**src/rtl/frame_process_v4.sv**
```systemverilog
// rtl/frame_process_v4.sv - ingress frame processor: descriptor fetch, DA/SA search, header insert, cell packing
// Optional FRP_STATS_EN adds saturating forward/drop/miss frame counters.
module frame_process_v4 #(
  parameter int CELL_BYTES = 16,
  parameter int LEN_W      = 11,
  parameter int NPORT      = 4,
  parameter int MIN_LEN    = 60,
  parameter int MAX_LEN    = 1518,
  parameter int SE_TIMEOUT = 63
) (
  input  logic                    clk,
  input  logic                    rstn,
  output logic                    sfifo_rd,
  input  logic [7:0]              sfifo_dout,
  output logic                    ptr_sfifo_rd,
  input  logic [15:0]             ptr_sfifo_dout,
  input  logic                    ptr_sfifo_empty,
  output logic [47:0]             se_mac,
  output logic [9:0]              se_hash,
  output logic                    se_source,
  output logic [NPORT-1:0]        se_portmap,
  output logic                    se_req,
  input  logic                    se_ack,
  input  logic                    se_nak,
  input  logic [NPORT-1:0]        se_result,
  input  logic [NPORT-1:0]        link,
  output logic [CELL_BYTES*8-1:0] i_cell_data_fifo_dout,
  output logic                    i_cell_data_fifo_wr,
  output logic [15:0]             i_cell_ptr_fifo_dout,
  output logic                    i_cell_ptr_fifo_wr,
  input  logic                    i_cell_bp
`ifdef FRP_STATS_EN
  ,
  output logic [15:0]             stat_fwd_cnt,
  output logic [15:0]             stat_drop_cnt,
  output logic [15:0]             stat_miss_cnt
`endif
);

  localparam int CW  = CELL_BYTES * 8;
  localparam int BPW = $clog2(CELL_BYTES);
  localparam int TW  = $clog2(SE_TIMEOUT + 1);
  localparam logic [15:0] MIN16 = 16'(MIN_LEN);
  localparam logic [15:0] MAX16 = 16'(MAX_LEN);

  typedef enum logic [2:0] {S_IDLE, S_PTR, S_HDR, S_DA, S_SA, S_FWD, S_DROP} state_t;

  state_t           state;
  logic [LEN_W-1:0] len;
  logic [NPORT-1:0] src, dest;
  logic [15:0]      rd_cnt, out_cnt, tot;
  logic             rd_d, lk_done, miss;
  logic [3:0]       cap_cnt, int_idx;
  logic [111:0]     hdr_buf;
  logic [BPW-1:0]   byte_pos;
  logic [CW-1:0]    cell_buf, cell_ins;
  logic [7:0]       cell_cnt, cell_cnt_n;
  logic [TW-1:0]    timer;

  logic [LEN_W-1:0] p_len;
  logic [NPORT-1:0] p_src;
  logic [15:0]      len16, rd_next, tot_w;
  logic             p_bad, more, lk_fin, fwd_valid, fwd_last, cell_full, drop_done;
  logic [7:0]       fwd_byte;
  logic             unused_ptr;

  assign se_hash    = se_mac[9:0];
  assign unused_ptr = ^ptr_sfifo_dout;
  assign p_len      = ptr_sfifo_dout[LEN_W-1:0];
  assign p_src      = ptr_sfifo_dout[LEN_W+NPORT-1:LEN_W];
  assign p_bad      = (16'(p_len) < MIN16) || (16'(p_len) > MAX16) ||
                      (p_src == '0) || ((p_src & (p_src - 1'b1)) != '0);
  assign len16      = 16'(len);
  assign tot_w      = len16 + 16'd2;
  // rd_next counts the read presented this cycle, so reads never overshoot len
  assign rd_next    = rd_cnt + {15'd0, sfifo_rd};
  assign more       = rd_next < len16;
  assign lk_fin     = se_req && (se_ack || se_nak || timer == TW'(SE_TIMEOUT - 1));
  assign fwd_valid  = (state == S_FWD) && ((int_idx < 4'd14) || rd_d);
  assign fwd_byte   = (int_idx < 4'd14) ? hdr_buf[111:104] : sfifo_dout;
  assign fwd_last   = fwd_valid && (out_cnt == tot - 16'd1);
  assign cell_full  = fwd_valid && (byte_pos == BPW'(CELL_BYTES - 1));
  assign drop_done  = (state == S_DROP) && !sfifo_rd && (rd_cnt == len16);
  assign cell_cnt_n = cell_cnt + 8'd1;

  always_comb begin
    cell_ins = cell_buf;
    cell_ins[CW-8-8*int'(byte_pos) +: 8] = fwd_byte;
  end

  always_ff @(posedge clk or negedge rstn) begin
    if (!rstn) begin
      state <= S_IDLE;
      sfifo_rd <= 1'b0;
      ptr_sfifo_rd <= 1'b0;
      se_mac <= '0;
      se_source <= 1'b0;
      se_portmap <= '0;
      se_req <= 1'b0;
      i_cell_data_fifo_dout <= '0;
      i_cell_data_fifo_wr <= 1'b0;
      i_cell_ptr_fifo_dout <= '0;
      i_cell_ptr_fifo_wr <= 1'b0;
      len <= '0;
      src <= '0;
      dest <= '0;
      rd_cnt <= '0;
      out_cnt <= '0;
      tot <= '0;
      rd_d <= 1'b0;
      lk_done <= 1'b0;
      miss <= 1'b0;
      cap_cnt <= '0;
      int_idx <= '0;
      hdr_buf <= '0;
      byte_pos <= '0;
      cell_buf <= '0;
      cell_cnt <= '0;
      timer <= '0;
    end else begin
      ptr_sfifo_rd <= 1'b0;
      i_cell_data_fifo_wr <= 1'b0;
      i_cell_ptr_fifo_wr <= 1'b0;
      rd_d <= sfifo_rd;
      if (sfifo_rd) rd_cnt <= rd_cnt + 16'd1;
      case (state)
        S_IDLE: begin
          rd_cnt <= '0;
          miss <= 1'b0;
          lk_done <= 1'b0;
          if (!ptr_sfifo_empty && !i_cell_bp) begin
            ptr_sfifo_rd <= 1'b1;
            state <= S_PTR;
          end
        end
        S_PTR: begin
          len <= p_len;
          src <= p_src;
          cap_cnt <= '0;
          if (p_bad) begin
            sfifo_rd <= (p_len != '0);
            state <= S_DROP;
          end else begin
            sfifo_rd <= 1'b1;
            state <= S_HDR;
          end
        end
        S_HDR: begin
          sfifo_rd <= rd_next < 16'd12;
          if (rd_d) begin
            hdr_buf <= {hdr_buf[103:0], sfifo_dout};
            cap_cnt <= cap_cnt + 4'd1;
            if (cap_cnt == 4'd11) state <= S_DA;
          end
        end
        S_DA: begin
          if (!se_req && !lk_done) begin
            se_req <= 1'b1;
            se_mac <= hdr_buf[95:48];
            se_source <= 1'b0;
            se_portmap <= '0;
            timer <= '0;
          end else if (se_req) begin
            timer <= timer + 1'b1;
            if (lk_fin) begin
              se_req <= 1'b0;
              lk_done <= 1'b1;
              if (se_ack) dest <= se_result & link & ~src;
              else begin
                dest <= link & ~src;
                miss <= 1'b1;
              end
            end
          end else begin
            lk_done <= 1'b0;
            state <= S_SA;
          end
        end
        S_SA: begin
          if (!se_req && !lk_done) begin
            se_req <= 1'b1;
            se_mac <= hdr_buf[47:0];
            se_source <= 1'b1;
            se_portmap <= src;
            timer <= '0;
          end else if (se_req) begin
            timer <= timer + 1'b1;
            if (lk_fin) begin
              se_req <= 1'b0;
              lk_done <= 1'b1;
            end
          end else begin
            lk_done <= 1'b0;
            if (dest == '0) begin
              sfifo_rd <= more;
              state <= S_DROP;
            end else begin
              hdr_buf[111:96] <= {4'(dest), 1'b0, tot_w[10:0]};
              tot <= tot_w;
              int_idx <= '0;
              out_cnt <= '0;
              byte_pos <= '0;
              cell_buf <= '0;
              cell_cnt <= '0;
              state <= S_FWD;
            end
          end
        end
        S_FWD: begin
          // fetch starts so the first body byte lands right after the 14 buffered bytes
          sfifo_rd <= (int_idx >= 4'd12) && more;
          if (int_idx < 4'd14) begin
            hdr_buf <= {hdr_buf[103:0], 8'h00};
            int_idx <= int_idx + 4'd1;
          end
          if (fwd_valid) begin
            out_cnt <= out_cnt + 16'd1;
            byte_pos <= byte_pos + BPW'(1);
            if (cell_full || fwd_last) begin
              i_cell_data_fifo_wr <= 1'b1;
              i_cell_data_fifo_dout <= cell_ins;
              cell_buf <= '0;
              cell_cnt <= cell_cnt_n;
            end else begin
              cell_buf <= cell_ins;
            end
            if (fwd_last) begin
              i_cell_ptr_fifo_wr <= 1'b1;
              i_cell_ptr_fifo_dout <= {4'b0, 4'(dest), 1'b0, cell_cnt_n[6:0]};
              state <= S_IDLE;
            end
          end
        end
        S_DROP: begin
          sfifo_rd <= more;
          if (drop_done) state <= S_IDLE;
        end
        default: state <= S_IDLE;
      endcase
    end
  end

`ifdef FRP_STATS_EN
  always_ff @(posedge clk or negedge rstn) begin
    if (!rstn) begin
      stat_fwd_cnt <= '0;
      stat_drop_cnt <= '0;
      stat_miss_cnt <= '0;
    end else begin
      if (fwd_last && stat_fwd_cnt != 16'hFFFF) stat_fwd_cnt <= stat_fwd_cnt + 16'd1;
      if (drop_done && stat_drop_cnt != 16'hFFFF) stat_drop_cnt <= stat_drop_cnt + 16'd1;
      if ((fwd_last || drop_done) && miss && stat_miss_cnt != 16'hFFFF)
        stat_miss_cnt <= stat_miss_cnt + 16'd1;
    end
  end
`endif

endmodule

```
**config.mk**
```make
export PLATFORM = sky130hd
export DESIGN_NAME = frame_process_v4
export DESIGN_NICKNAME = d
export VERILOG_FILES = /design/src/rtl/frame_process_v4.sv
export SDC_FILE = /design/constraint.sdc
export NUM_CORES = 1
export LEC_CHECK = 0
export ABC_AREA = 1
export BUFFER_PORTS_ARGS = -buffer_cell sky130_fd_sc_hd__buf_2
export CORE_MARGIN = 2
export CORE_UTILIZATION = 43
export CTS_BUF_LIST = sky130_fd_sc_hd__clkbuf_16
export CTS_CLUSTER_DIAMETER = 120
export DETAILED_ROUTE_END_ITERATION = 16
export GPL_ROUTABILITY_DRIVEN = 1
export SKIP_CTS_REPAIR_TIMING = 1
export SLEW_MARGIN = 25
export SYNTH_ARGS = -nofsm -noshare
export SYNTH_HDL_FRONTEND = slang
export SYNTH_SLANG_ARGS = --single-unit
```
**constraint.sdc**
```tcl
create_clock -name clk -period 6.05 [get_ports clk]
set_input_delay 0.3025 -clock clk [delete_from_list [all_inputs] [get_ports clk]]
set_output_delay 0.3025 -clock clk [all_outputs]
set_load 0.02 [all_outputs]
```
After elaboration in Yosys (flattened, before gate mapping)
Index checks and enable logic that the tools add are counted.
W data, S select, Z words.

storage, ports and cells
  output and inout port bits = 212
  bits in registers = 535
  logic and storage cells = 218
  bits of input ports = 38

cells by class
  equality and inequality tests = 29
  reductions and logical operators = 51
  shift-type cells = 2
  muxes and demuxes = 82
  add/subtract/negate cells = 13
  $lt $le $gt $ge = 6
  bitwise gates (word level) = 8

operators by type and width
  operator                    count
  $mux W128                   5
  $pmux W128 S2               1
  $mux W112                   2
  $pmux W96 S2                1
  $mux W16                    9
  $bwmux W128                 1
  $shift A8 B33 Y128 const A  1
  $shiftx A8 B33 Y128         1
  $mux W48                    2
  $pmux W48 S2                1
  $mux W8                     6
  $pmux W16 S3                1
  $mux W4                     9
  $mux W3                     11
  $neg A8 Y33                 1
  $add A16 B1 Y16 const B     2
  $pmux W16 S2                1
  $pmux W4 S2                 4
  $ne A2 B2 Y1 const B        15
  $pmux W3 S7                 1
  $mux W1                     20
  $add A16 B1 Y16             1
  $and A4 B4 Y4               4
  $eq A16 B11 Y1              1
  other kinds (45)            90

Depth between registers and ports, before layout
  word-level depth = 8
  gate-level depth with buffers = 21

Least setup slack after synthesis
OpenSTA, ideal clock, no wires.

  path kind = reg-to-reg
  from = register sfifo_rd
  to = register sfifo_rd
  cell stages (with the launch flop) = 21
  data arrival time = 2.239 ns
  buffers on the path = 0
  slack = 3.734 ns
  library setup time = 0.077 ns
  cells stage by stage = dfrtp_1 -> ha_1 -> inv_1 -> nor2_1 -> nand2_1 -> nor2_1 -> inv_1 -> nand2_1 -> nand2_1 -> inv_1 -> ha_1 -> a21oi_1 -> o21a_1 -> nand2_1 -> nand2_1 -> nand2_1 -> nand2_1 -> nand2_1 -> nand2_1 -> nand2_1 -> a21oi_1

between the ends
  word-level cells in the longest chain between the ends = 6
  elaborated cells on any way between the ends = 8
  those cells by class = add/sub (1); order compare (2); mux (4); reduce/logical (1)

RTL lines
  element                   line  RTL
  start: declaration        13    output logic sfifo_rd,
  start signal: assignment  141   sfifo_rd <= (p_len != '0);
  start signal: assignment  149   sfifo_rd <= rd_next < 16'd12;
  start signal: assignment  195   sfifo_rd <= more;
  $add A16 B1 Y16 (*)       76    assign rd_next = rd_cnt + {15'd0, sfifo_rd};
  $lt A16 B11 Y1            77    assign more = rd_next < len16;
  $mux W1                   194   if (dest == '0) begin
  $mux W1                   186   end else if (se_req) begin
  $mux W1                   180   if (!se_req && !lk_done) begin
  $pmux W1 S5 (*)           126   case (state)

Every way passes the cells marked *; elsewhere a longest branch is shown, timed or not. The select of a mux whose other input is x is not followed.
A chain may end at the register's enable or synchronous reset.

Final worst setup path
  from = register int_idx[2]
  to = register i_cell_data_fifo_dout[41]

between the ends
  word-level cells in the longest chain between the ends = 6
  elaborated cells on any way between the ends = 10
  those cells by class = order compare (1); shift (1); mux (2); reduce/logical (6)

RTL lines
  element                                                      line    RTL
  start: declaration                                           53      logic [3:0] cap_cnt, int_idx;
  start signal: assignment                                     214     int_idx <= int_idx + 4'd1;
  $lt A4 B4 Y1 (*)                                             79, 80
  branches (longest 5 deep; another with $shiftx A8 B33 Y128)  --
  end signal: assignment                                       221     i_cell_data_fifo_dout <= cell_ins;
  end: declaration                                             27      output logic [CELL_BYTES*8-1:0] i_cell_data_fifo_dout,

Mark *: on every way between the ends.

==> reports/summary.txt <==
Post-synthesis sequential area ratio: 52.9%
Sw frac: 41.8%
Synth unique cells: 51
Peak Freq: 0.243 GHz
RSZ-0062 raised after global routing: false
Worst setup path class: flop to flop
HP Class: input port to flop
Die height: 245 um
Syn Std Cell Area: 25100 sq um
Fin crit period: 4.12 ns
Drt pass-1 iters: 7
DRC violations left: 0
Setup TNS: 0 ns
Slew margin rel.: 31.1%
Area share of the largest cell type after synthesis: 52.9%
DIE AREA: 60200 sq um
TritonCTS clock tree: yes
Total CTS buffers: 58
Starting Density: 43.4%
CTS sink count: 530
Post-synth EDFFs: 0
GRT Residual Overflow: 0
Yosys reg bits: 530
Metal2 WL: 31500 um
LEAKAGE: 13.1 nW
WL met3: 4300 um
Ys Warns: 0
Drt total wl: 69400 um
Vias per inst: 5.18
Crit path capture type: flop
Mapped Cells: 3133
Area of the core: 57700 sq um
Comb pwr share: 36.8%
Detailed Place HPWL: 46800 um
Top Metal Used: met5
Leading area contributor after synthesis: dfrtp_1
Max-cap violations: 0
Post-DP Area: 26600 sq um
Vias post-DR: 21.3k
Port-buffer cells: 243
Psw: 6.01 mW
Largest net degree at the start of global routing: 170
Status: finished clean
Share of layout cells above drive strength 1: 11.6%
Worst-margin pin slew: 1.03 ns
Antenna Nets Post-Route: 0
Htree depth: 2
Drt initial violations: 1535
First-pass GRT wire length: 109000 um
Root Buffer Master: clkbuf_16
Syn_area_per_cell: 8.00 sq um
PwrDens: 501 nW/um^2
GRT Total Usage: 22.8%
Tcrit/Tclk final: 68.1%
Setup violators final: 0
Top post-synthesis cells by area: dfrtp_1 (53%), nand2_1 (17%), o21ai_0 (5.8%), inv_1 (3.8%), nor2_1 (3.4%)
Setup Skew: 0.0513 ns
Crit-path max FO: 96
Critical Path RT: 6.61 ns
Clock Path Buffers: 3
Final layout net count: 3366
Top post-synthesis cells by count: nand2_1 (1104), dfrtp_1 (530), o21ai_0 (292)
Initial antenna violation count: 3
GP Congestion: 0.871
Area delta synth->final: 14.7%
Routed metal-1 wire length: 31700 um
# rows: 88
Hold Vio Cnt, Final: 0
Chip Width: 245 um
Startpoint Class: flop
Max Slew Vio Count: 0
Flop pwr share: 38.4%
VDD IR-drop max: 0.302 mV
Io pins: 250
Async SR Flop Fraction: 100%
Top_reg_cell synth: dfrtp_1
Clk Latency, worst-skew pair: 0.65 ns
Vias in the first global route: 19.9k
WP data arrival: 4.68 ns
Clock-pin slew on the worst setup and hold paths: 0.06 ns
Int Power: 8.38 mW
Most common cell in the netlist: nand2_1
Clock Power Share: 24.8%
Finished Cell Area: 28800 sq um
Routed wire per std cell: 16.8 um
[path summary, 6_finish.rpt]
check / start / endpoint / slack [ns] / depth (start not counted)
worst max-delay path: int_idx[2] / i_cell_data_fifo_dout[41] / 1.93 / 14
worst min-delay path: ptr_sfifo_dout[8] / len[8] / 0.02 / 3
worst max register to register: int_idx[2] / i_cell_data_fifo_dout[41] / 1.93 / 14
worst min register to register: i_cell_data_fifo_dout[51] / i_cell_data_fifo_dout[51] / 0.46 / 2
max in group asynchronous: rstn / cap_cnt[1] / 4.27 / 3
min in group asynchronous: rstn / i_cell_data_fifo_dout[100] / 0.33 / 2
[cell type report]
type	instances	area (sq um)
Inverter	266	1010
Timing Repair Buffer	285	1640
Clock inverter	50	468
Antenna cell	2	5.00
Multi-Input combinational cell	2164	9960
Sequential cell	530	13300
Clock buffer	58	1450
Tap cell	765	957
Fill cell	5582	28900
[metal layers]
layer,vias to the layer above,global-route usage [%]
met5,-,0
met4,6,7.22
met3,108,4.32
met2,560,35.4
met1,10250,32.2
li1,10406,-
[logic make-up (layout without fill, tap and decap cells)]
family,after synthesis,count (layout),synth area share [%]
and+or+nand+nor,1504,1504,23.9
muxes,1,1,0.0449
xor gates and xnor gates,49,49,1.74
DFF,530,530,52.9
adders and majority gates,23,23,1.15
AOI/OAI and AO/OA,582,582,12.6
buffers and inverters,443,659,7.62
other,1,7,0.0150
[stage by stage]
| step | power, mW | worst slack (ns) | util, % | hold slack (ns) | instances |
|---|---|---|---|---|---|
| detailed placement | 10.9 | 1.82 | 46.1 | 0.450 | 3986 |
| global placement | 10.7 | 1.92 | 46.1 | 0.438 | 3986 |
| CTS | 14.5 | 1.81 | 49.4 | -0.238 | 4094 |
| finish | 14.4 | 1.93 | 49.8 | 0.0189 | 4120 |
| floorplan | 9.20 | 3.73 | - | 0.00691 | 3137 |
| global route | 15.5 | 1.54 | 49.8 | 0.0190 | 4118 |
[cell usage in the layout (no fill, tap or decap), types with 16 or more instances in the layout]
| cell | n |
|---|---|
| nand2_1 | 1103 |
| dfrtp_1 | 530 |
| o21ai_0 | 292 |
| inv_1 | 267 |
| buf_2 | 242 |
| nor2_1 | 222 |
| a21oi_1 | 76 |
| nand3_1 | 69 |
| o21ai_1 | 68 |
| clkbuf_16 | 58 |
| a31oi_1 | 55 |
| o22ai_1 | 55 |
| nor3_1 | 36 |
| xor2_1 | 32 |
| nand4_1 | 28 |
| dlygate4sd3_1 | 24 |
| ha_1 | 23 |
| xnor2_1 | 16 |
[worst max-delay path, cell delays in order (launching register included)]
cell and delay, ns:
dfrtp_1 0.42, nand3_1 0.59, nor2_1 0.36, nor2_2 0.05, buf_4 0.17, nand3_1 0.08
nor2_1 0.04, nand2_1 0.07, nor2_2 0.05, nand3_4 0.24, nand2_4 0.38, inv_4 0.82
buf_4 0.53, nand2_1 0.10, nand2_1 0.08
[power by group through the flow]
stage	clock network, mW	logic, mW	registers (mW)
after floorplan	0	3.67	5.53
after global placement	0	5.16	5.52
after detailed placement	0	5.28	5.57
after CTS	3.65	5.30	5.52
after global routing	3.80	6.01	5.67
final	3.57	5.30	5.52
[flip-flops by register name (all words and copies together), names as in the netlist, 3 cells and up]
name                   count
cell_buf                 128
i_cell_data_fifo_dout    128
hdr_buf                  112
se_mac                    48
out_cnt                   16
rd_cnt                    16
tot                       12
i_cell_ptr_fifo_dout      11
len                       11
cell_cnt                   7
timer                      6
byte_pos                   4
cap_cnt                    4
dest                       4
int_idx                    4
se_portmap                 4
src                        4
state                      3
No activity file was read; power rests on OpenSTA's default activity.
